`src/rtl/sequencer.sv`:
```
// Micro-sequencer for the 8-bit processor: one FSM issues every bus/load/memory/ALU strobe.
// Memory ops (LOAD/STORE/ADD/SUB) take 6 cycles, BNE/NOP 4; free-running, no backpressure.
module sequencer #(
  parameter int OP_W = 3
) (
  input  logic            clock,
  input  logic            n_reset,
  input  logic [OP_W-1:0] op,
  input  logic            z_flag,
  output logic            ACC_bus,
  output logic            load_ACC,
  output logic            PC_bus,
  output logic            load_PC,
  output logic            INC_PC,
  output logic            load_IR,
  output logic            Addr_bus,
  output logic            load_MAR,
  output logic            MDR_bus,
  output logic            load_MDR,
  output logic            CS,
  output logic            R_NW,
  output logic            ALU_ACC,
  output logic            ALU_add,
  output logic            ALU_sub,
  output logic            instr_done
);

  localparam logic [OP_W-1:0] OP_LOAD  = OP_W'(0);
  localparam logic [OP_W-1:0] OP_STORE = OP_W'(1);
  localparam logic [OP_W-1:0] OP_ADD   = OP_W'(2);
  localparam logic [OP_W-1:0] OP_SUB   = OP_W'(3);
  localparam logic [OP_W-1:0] OP_BNE   = OP_W'(4);

  typedef enum logic [2:0] {
    S0 = 3'd0,
    S1 = 3'd1,
    S2 = 3'd2,
    S3 = 3'd3,
    S4 = 3'd4,
    S5 = 3'd5
  } state_t;

  state_t r_state;
  state_t w_next;
  logic   w_mem_op;

  assign w_mem_op = (op == OP_LOAD) || (op == OP_STORE) ||
                    (op == OP_ADD)  || (op == OP_SUB);

  always_ff @(posedge clock or negedge n_reset) begin
    if (!n_reset) begin
      r_state <= S0;
    end else begin
      r_state <= w_next;
    end
  end

  always_comb begin
    w_next     = S0;
    ACC_bus    = 1'b0;
    load_ACC   = 1'b0;
    PC_bus     = 1'b0;
    load_PC    = 1'b0;
    INC_PC     = 1'b0;
    load_IR    = 1'b0;
    Addr_bus   = 1'b0;
    load_MAR   = 1'b0;
    MDR_bus    = 1'b0;
    load_MDR   = 1'b0;
    CS         = 1'b0;
    R_NW       = 1'b0;
    ALU_ACC    = 1'b0;
    ALU_add    = 1'b0;
    ALU_sub    = 1'b0;
    instr_done = 1'b0;

    case (r_state)
      S0: begin
        PC_bus   = 1'b1;
        load_MAR = 1'b1;
        w_next   = S1;
      end
      S1: begin
        CS      = 1'b1;
        R_NW    = 1'b1;
        load_PC = 1'b1;
        INC_PC  = 1'b1;
        w_next  = S2;
      end
      S2: begin
        MDR_bus = 1'b1;
        load_IR = 1'b1;
        w_next  = S3;
      end
      S3: begin
        if (w_mem_op) begin
          Addr_bus = 1'b1;
          load_MAR = 1'b1;
          w_next   = S4;
        end else begin
          // BNE branches when the accumulator is non-zero; NOP codes just retire
          if ((op == OP_BNE) && !z_flag) begin
            Addr_bus = 1'b1;
            load_PC  = 1'b1;
          end
          instr_done = 1'b1;
          w_next     = S0;
        end
      end
      S4: begin
        if (op == OP_STORE) begin
          ACC_bus  = 1'b1;
          load_MDR = 1'b1;
          w_next   = S5;
        end else if (w_mem_op) begin
          CS     = 1'b1;
          R_NW   = 1'b1;
          w_next = S5;
        end else begin
          w_next = S0;
        end
      end
      S5: begin
        // read data from the S4 strobe is on sysbus now
        case (op)
          OP_LOAD: begin
            MDR_bus  = 1'b1;
            ALU_ACC  = 1'b1;
            load_ACC = 1'b1;
          end
          OP_ADD: begin
            MDR_bus  = 1'b1;
            ALU_add  = 1'b1;
            load_ACC = 1'b1;
          end
          OP_SUB: begin
            MDR_bus  = 1'b1;
            ALU_sub  = 1'b1;
            load_ACC = 1'b1;
          end
          OP_STORE: begin
            CS   = 1'b1;
            R_NW = 1'b0;
          end
          default: ;
        endcase
        instr_done = 1'b1;
        w_next     = S0;
      end
      default: w_next = S0;
    endcase
  end

endmodule

```
`config.mk`:
```
export PLATFORM = sky130hd
export DESIGN_NAME = sequencer
export DESIGN_NICKNAME = d
export VERILOG_FILES = /design/src/rtl/sequencer.sv
export SDC_FILE = /design/constraint.sdc
export NUM_CORES = 1
export LEC_CHECK = 0
export CAP_MARGIN = 10
export CORE_AREA = 2 2 39 41
export DETAILED_ROUTE_END_ITERATION = 8
export DIE_AREA = 0 0 41 43
export HOLD_SLACK_MARGIN = 0.06
export PLACE_DENSITY = 0.59
export REMOVE_ABC_BUFFERS = 1
export SETUP_SLACK_MARGIN = 0.4
export SYNTH_ARGS = -nofsm -noshare
export SYNTH_HDL_FRONTEND = slang
export SYNTH_SLANG_ARGS = --single-unit
```
`constraint.sdc`:
```
create_clock -name clock -period 2.2 [get_ports clock]
set_input_delay 0.44 -clock clock [delete_from_list [all_inputs] [get_ports clock]]
set_output_delay 0.44 -clock clock [all_outputs]
set_load 0.1 [all_outputs]
```
==> flow_summary_export.csv, run 1 <==
group,metric,value,unit
sta,rsz0062_at_grt,"true",
floorplanning,die_x,41,um
floorplanning,fp.coreArea,0.00138,mm2
logic_synthesis,ys_warn_count,0,
critical_path,reg2reg_slack,1.12,ns
routing,ant_nets,0,
finish,num_antenna_cells,0,
floorplanning,initial_utilization,24.8,%
critical_path,cp.required,1.76,ns
logic_synthesis,synth_xor_area_share,2.55,%
critical_path,cp-end-kind,"output pin",
critical_path,cp-start-kind,"flop",
finish,fin_area,0.00101,mm2
routing,drt_iter0_markers,8,
floorplanning,die_area,0.00176,mm2
clock_network,ctsHoldBuffers,0,
placement,dp_hpwl,739,um
sta,fin_worst_skew,0.00552,ns
logic_synthesis,syn_inst,49,
global_route,gr-total-overflow,0,
logic_synthesis,synth.area.mux_share,0,%
finish,mostFrequentLayoutCells,"buf_12, buf_4, buf_6",
logic_synthesis,synth_top_family_by_area,"simple AND/OR/NAND/NOR gates",
finish,drive_gt1_share,77.0,%
routing,num_vias,506,
finish,syn_to_final_growth,194,%
min_path,min_path_type,"input pin to asynchronous set/reset pin",
clock_network,clock_sinks,3,
sta,setup_violations,0,
floorplanning,rows,14,
clock_network,clkTransAtPathRegs,0.04,ns
critical_path,r2r_start,"r_state[1]",
sta,final_hold_viol_count,0,
logic_synthesis,synth_adder_area_share,0,%
sta,period_share,88.8,%
logic_synthesis,ys_seq_elements,3,
routing,wl,1300,um
critical_path,worstReg2RegEnd,"r_state[2]",
logic_synthesis,synth-seq-area-share,21.9,%
sta,tightest_slew,0.202,ns
sta,fmax,512,MHz
critical_path,crit_path_end,"CS",
finish,fill_cells,90,
finish,final_common_cell,"buf_12",
logic_synthesis,syn-cell-area,343,um2
placement,place_congestion,0.797,
finish,largest_reg_flops,3,
critical_path,cp-startpoint,"r_state[0]",
floorplanning,die_h,43,um
logic_synthesis,synth_compound_area_share,17.9,%
floorplanning,pin_count,22,
logic_synthesis,yosysUniqueCellTypes,20,
finish,nets,94,
sta,fin_setup_tns,0,ns
sta,final-max-slew-violation-count,0,
logic_synthesis,syn_avg_cell_area,7.00,um2
sta,slew_headroom,86.5,%
global_route,grt_usage,16.3,%
critical_path,cp_data_arrival_time,1.51,ns
finish,max_flop_register,"r_state",
clock_network,cts_tree,"built",
routing,via_per_inst,4.91,
flow_run,maxCapViolCount,0,
routing,drc,0,
placement,place_area,787,um2
placement,numPortBuffers,21,
routing,wire_per_inst,12.6,um
critical_path,criticalPathCategory,"flop to output pin",
global_route,grt_pass1_vias,510,
clock_network,clock_path_buffers,2,
clock_network,clk_latency,0.24,ns
global_route,antenna_found_initial,0,
critical_path,reg2reg_depth,4,
clock_network,cts-htree-levels,1,
outcome,status,"complete, no violations",
logic_synthesis,yosys.area_share.simple,49.3,%
clock_network,numCtsBuffers,3,
finish,reg.largest.list,"r_state x3",
critical_path,cp_max_fo,2,
global_route,grt_pass1_wl,2000,um
sta,period_minus_slack,1.95,ns
clock_network,root_buffer,"clkbuf_4",
routing,drt_pass1_iterations,4,
global_route,grt_max_degree,13,
==> cell families (layout without fill, tap and decap cells) <==
kind of cell           count (synthesis)  after routing
AO/OA/AOI/OAI                          8              8
XOR/XNOR                               1              1
buffers and inverters                  6             44
flip-flops                             3              3
AND/OR/NAND/NOR                       31             31
==> final cells by class <==
class                           count  area [um2]  area share (%)
Sequential cell                     3        77.6            7.70
Tap cell                           16        20.0            1.99
Multi-Input combinational cell     40         372            36.9
Inverter                            2        7.51           0.745
Timing Repair Buffer               38         504            50.1
Clock buffer                        4        26.3            2.61
==> worst max-delay path, stage by stage (launching register included) <==
cell and delay (ns):
dfrtp_1 0.39, nand2b_4 0.16, or3_4 0.36, a31oi_4 0.17, buf_12 0.19
==> synthesized netlist by cell type <==
| library cell | n | area [um2] |
|---|---|---|
| nor2_1 | 9 | 33.8 |
| a21oi_1 | 5 | 25.0 |
| nor2b_1 | 5 | 31.3 |
| nor3_1 | 5 | 25.0 |
| nand2_1 | 4 | 15.0 |
| dfrtp_1 | 3 | 75.1 |
| nand2b_1 | 3 | 18.8 |
| buf_2 | 2 | 10.0 |
| inv_1 | 2 | 7.51 |
| a21oi_2 | 1 | 8.76 |
| a31oi_4 | 1 | 21.3 |
| buf_4 | 1 | 7.51 |
| clkbuf_1 | 1 | 3.75 |
| nand3_1 | 1 | 5.00 |
| nand3b_1 | 1 | 7.51 |
| nor2b_4 | 1 | 13.8 |
| o22ai_1 | 1 | 6.26 |
| or3_2 | 1 | 7.51 |
| or3_4 | 1 | 11.3 |
| xnor2_1 | 1 | 8.76 |
==> worst min path at each step <==
stage,to,depth (start not counted),from,slack [ns]
final,r_state[0],1,n_reset,0.38
after global routing,r_state[0],1,n_reset,0.39
after CTS,r_state[0],1,n_reset,0.38
after detailed placement,r_state[0],2,r_state[0],0.60
after global placement,r_state[0],2,r_state[0],0.60
after floorplan,r_state[0],0,n_reset,0.14
==> per-stage QoR <==
stage	hold WS [ns]	setup slack [ns]	utilization, %	std cells
5_1_grt	0.390	0.221	72.8	103
4_1_cts	0.376	0.209	71.0	103
3_3_place_gp	0.599	-0.0875	56.9	92
6_report	0.383	0.247	72.8	103
3_5_place_dp	0.599	-0.140	56.9	92
2_1_floorplan	0.144	-1.45	-	45
==> routing by layer <==
metal  GRT usage, %  part of all wire (%)
met3          0.524                   3.8
met2           27.5                    57
met5              0                     0
met4           11.3                   2.8
met1           18.1                    37
==> timing repair <==
| item | 4_1_cts | 5_1_grt |
|---|---|---|
| pin swaps | 9 | 7 |
| endpoints found under the setup margin | 16 | 13 |
| resized for setup | 34 | 14 |
| hold endpoints to repair | 0 | 0 |
| buffers inserted | 7 | 0 |
Power of run 1 is left out: the tool's default activity adds up to more than one toggle a clock period on the data nets, which glitch-free logic cannot reach.
==> run 2: changes to the inputs <==
--- a/config.mk
+++ b/config.mk
@@ -6,11 +6,12 @@
 export NUM_CORES = 1
 export LEC_CHECK = 0
 export CAP_MARGIN = 10
-export CORE_AREA = 2 2 39 41
+export CELL_PAD_IN_SITES_DETAIL_PLACEMENT = 0
+export CELL_PAD_IN_SITES_GLOBAL_PLACEMENT = 2
+export CORE_UTILIZATION = 17
 export DETAILED_ROUTE_END_ITERATION = 8
-export DIE_AREA = 0 0 41 43
 export HOLD_SLACK_MARGIN = 0.06
-export PLACE_DENSITY = 0.59
+export PLACE_DENSITY = 0.76
 export REMOVE_ABC_BUFFERS = 1
 export SETUP_SLACK_MARGIN = 0.4
 export SYNTH_ARGS = -nofsm -noshare
==> run 2 against run 1 <==
Effect of this change: core utilization decreased by 15 points; maximum frequency grew 1.1%; design area increased by 2.5%; critical path type unchanged; highest routed layer is now met3.
==> flow_summary_export.csv, run 2 (same netlist as run 1, synthesis figures left out) <==
group,metric,value,unit
critical_path,cp-start-kind,"flop",
placement,place_congestion,0.699,
global_route,antenna_found_initial,0,
critical_path,cp-end-kind,"output pin",
clock_network,clk_latency,0.23,ns
floorplanning,pin_count,22,
critical_path,worstPathCellList,"nand2b_4, or3_4, a31oi_4, buf_12",
finish,largest_reg_flops,3,
critical_path,criticalPathCategory,"flop to output pin",
global_route,grtUsageMet1,16.6,%
global_route,gr-total-overflow,0,
sta,final-max-slew-violation-count,0,
global_route,grt_pass1_vias,470,
clock_network,clkTransAtPathRegs,0.04,ns
floorplanning,die_area,0.00220,mm2
routing,num_vias,483,
critical_path,path_delay_family,"simple AND/OR/NAND/NOR gates",
routing,via_per_inst,4.31,
placement,dp_slack,-0.138,ns
sta,layout_setup_ws,0.269,ns
finish,syn_to_final_growth,201,%
clock_network,clock_path_buffers,2,
finish,fin_cells,112,
critical_path,cp.required,1.76,ns
finish,final_common_cell,"buf_12",
critical_path,cp_data_arrival_time,1.49,ns
finish,reg.largest.list,"r_state x3",
placement,numPortBuffers,21,
sta,fmax,518,MHz
routing,ant_nets,0,
sta,setup_violations,0,
outcome,status,"complete, no violations",
sta,tightest_slew,0.224,ns
finish,fin_util,57.3,%
sta,period_share,87.8,%
global_route,grt_pass1_wl,2120,um
clock_network,root_buffer,"clkbuf_4",
critical_path,path_buf_inv,1,
global_route,grt_max_degree,13,
critical_path,reg2reg_slack,1.10,ns
routing,wire_per_inst,11.7,um
min_path,min_path_type,"input pin to asynchronous set/reset pin",
routing,wl,1310,um
floorplanning,fp.coreArea,0.00180,mm2
floorplanning,initial_utilization,19.0,%
clock_network,cts_tree,"built",
routing,drt_pass1_iterations,1,
critical_path,cp_max_fo,2,
global_route,grt_usage,13.5,%
critical_path,r2r_start,"r_state[2]",
sta,final_hold_viol_count,0,
global_route,met2_usage,24.4,%
placement,dp_hpwl,880,um
finish,drive_gt1_share,74.7,%
finish,max_flop_register,"r_state",
sta,period_minus_slack,1.93,ns
sta,slew_headroom,85.0,%
global_route,met3_usage,1.15,%
flow_run,maxCapViolCount,0,
critical_path,cp_slowest_cell,"dfrtp_1",
floorplanning,die_h,46.9,um
finish,mostFrequentLayoutCells,"buf_12, buf_4, nor2_2, nor2b_1, buf_6",
sta,hold_slack,0.399,ns
routing,drc,0,
finish,nets,94,
critical_path,cp-startpoint,"r_state[0]",
finish,num_antenna_cells,0,
global_route,grt_most_used_layer,"met2",
sta,fin_worst_skew,0.00154,ns
routing,drt_iter0_markers,0,
floorplanning,die_x,46.9,um
placement,place_inst,101,
clock_network,clock_sinks,3,
sta,rsz0062_at_grt,"true",
clock_network,numCtsBuffers,3,
clock_network,cts-htree-levels,1,
floorplanning,rows,15,
critical_path,slowest_delay,0.37,ns
==> run 2: what timing repair did <==
action	in CTS	in global routing
endpoints found under the setup margin	16	15
pin swaps	7	6
resized for setup	33	12
hold buffers	0	0
setup buffers	5	2
==> run 2: per-stage QoR <==
step	setup TNS [ns]	cell area, um2
final	0	1030
after floorplan	-10.31	322
after detailed placement	-0.379	798
after global placement	-0.293	798
after global routing	0	1030
after CTS	0	997
==> run 2: metal layers <==
| metal | vias to the layer above | routed length (um) |
|---|---|---|
| met1 | 232 | 494 |
| met3 | 0 | 30 |
| met4 | 0 | 0 |
| met2 | 11 | 783 |
| li1 | 240 | - |
| met5 | - | 0 |
==> run 2: area by class of cell <==
cell class / count / area, um2
multi-input combinational: 40 / 377
inverter: 2 / 7.51
timing repair buffer: 38 / 513
fill: 166 / 769
tap: 25 / 31.3
sequential: 3 / 77.6
clock buffer: 4 / 26.3
==> run 2: path summary, 6_finish.rpt <==
kind                            cells past startpoint         end
worst max register to register                      4  r_state[2]
worst min-delay path                                1  r_state[2]
worst max-delay path                                4          CS
worst min register to register                      2  r_state[1]
max in group asynchronous                           1  r_state[1]
min in group clock                                  3  r_state[2]
Power of run 2 is left out for the same reason.
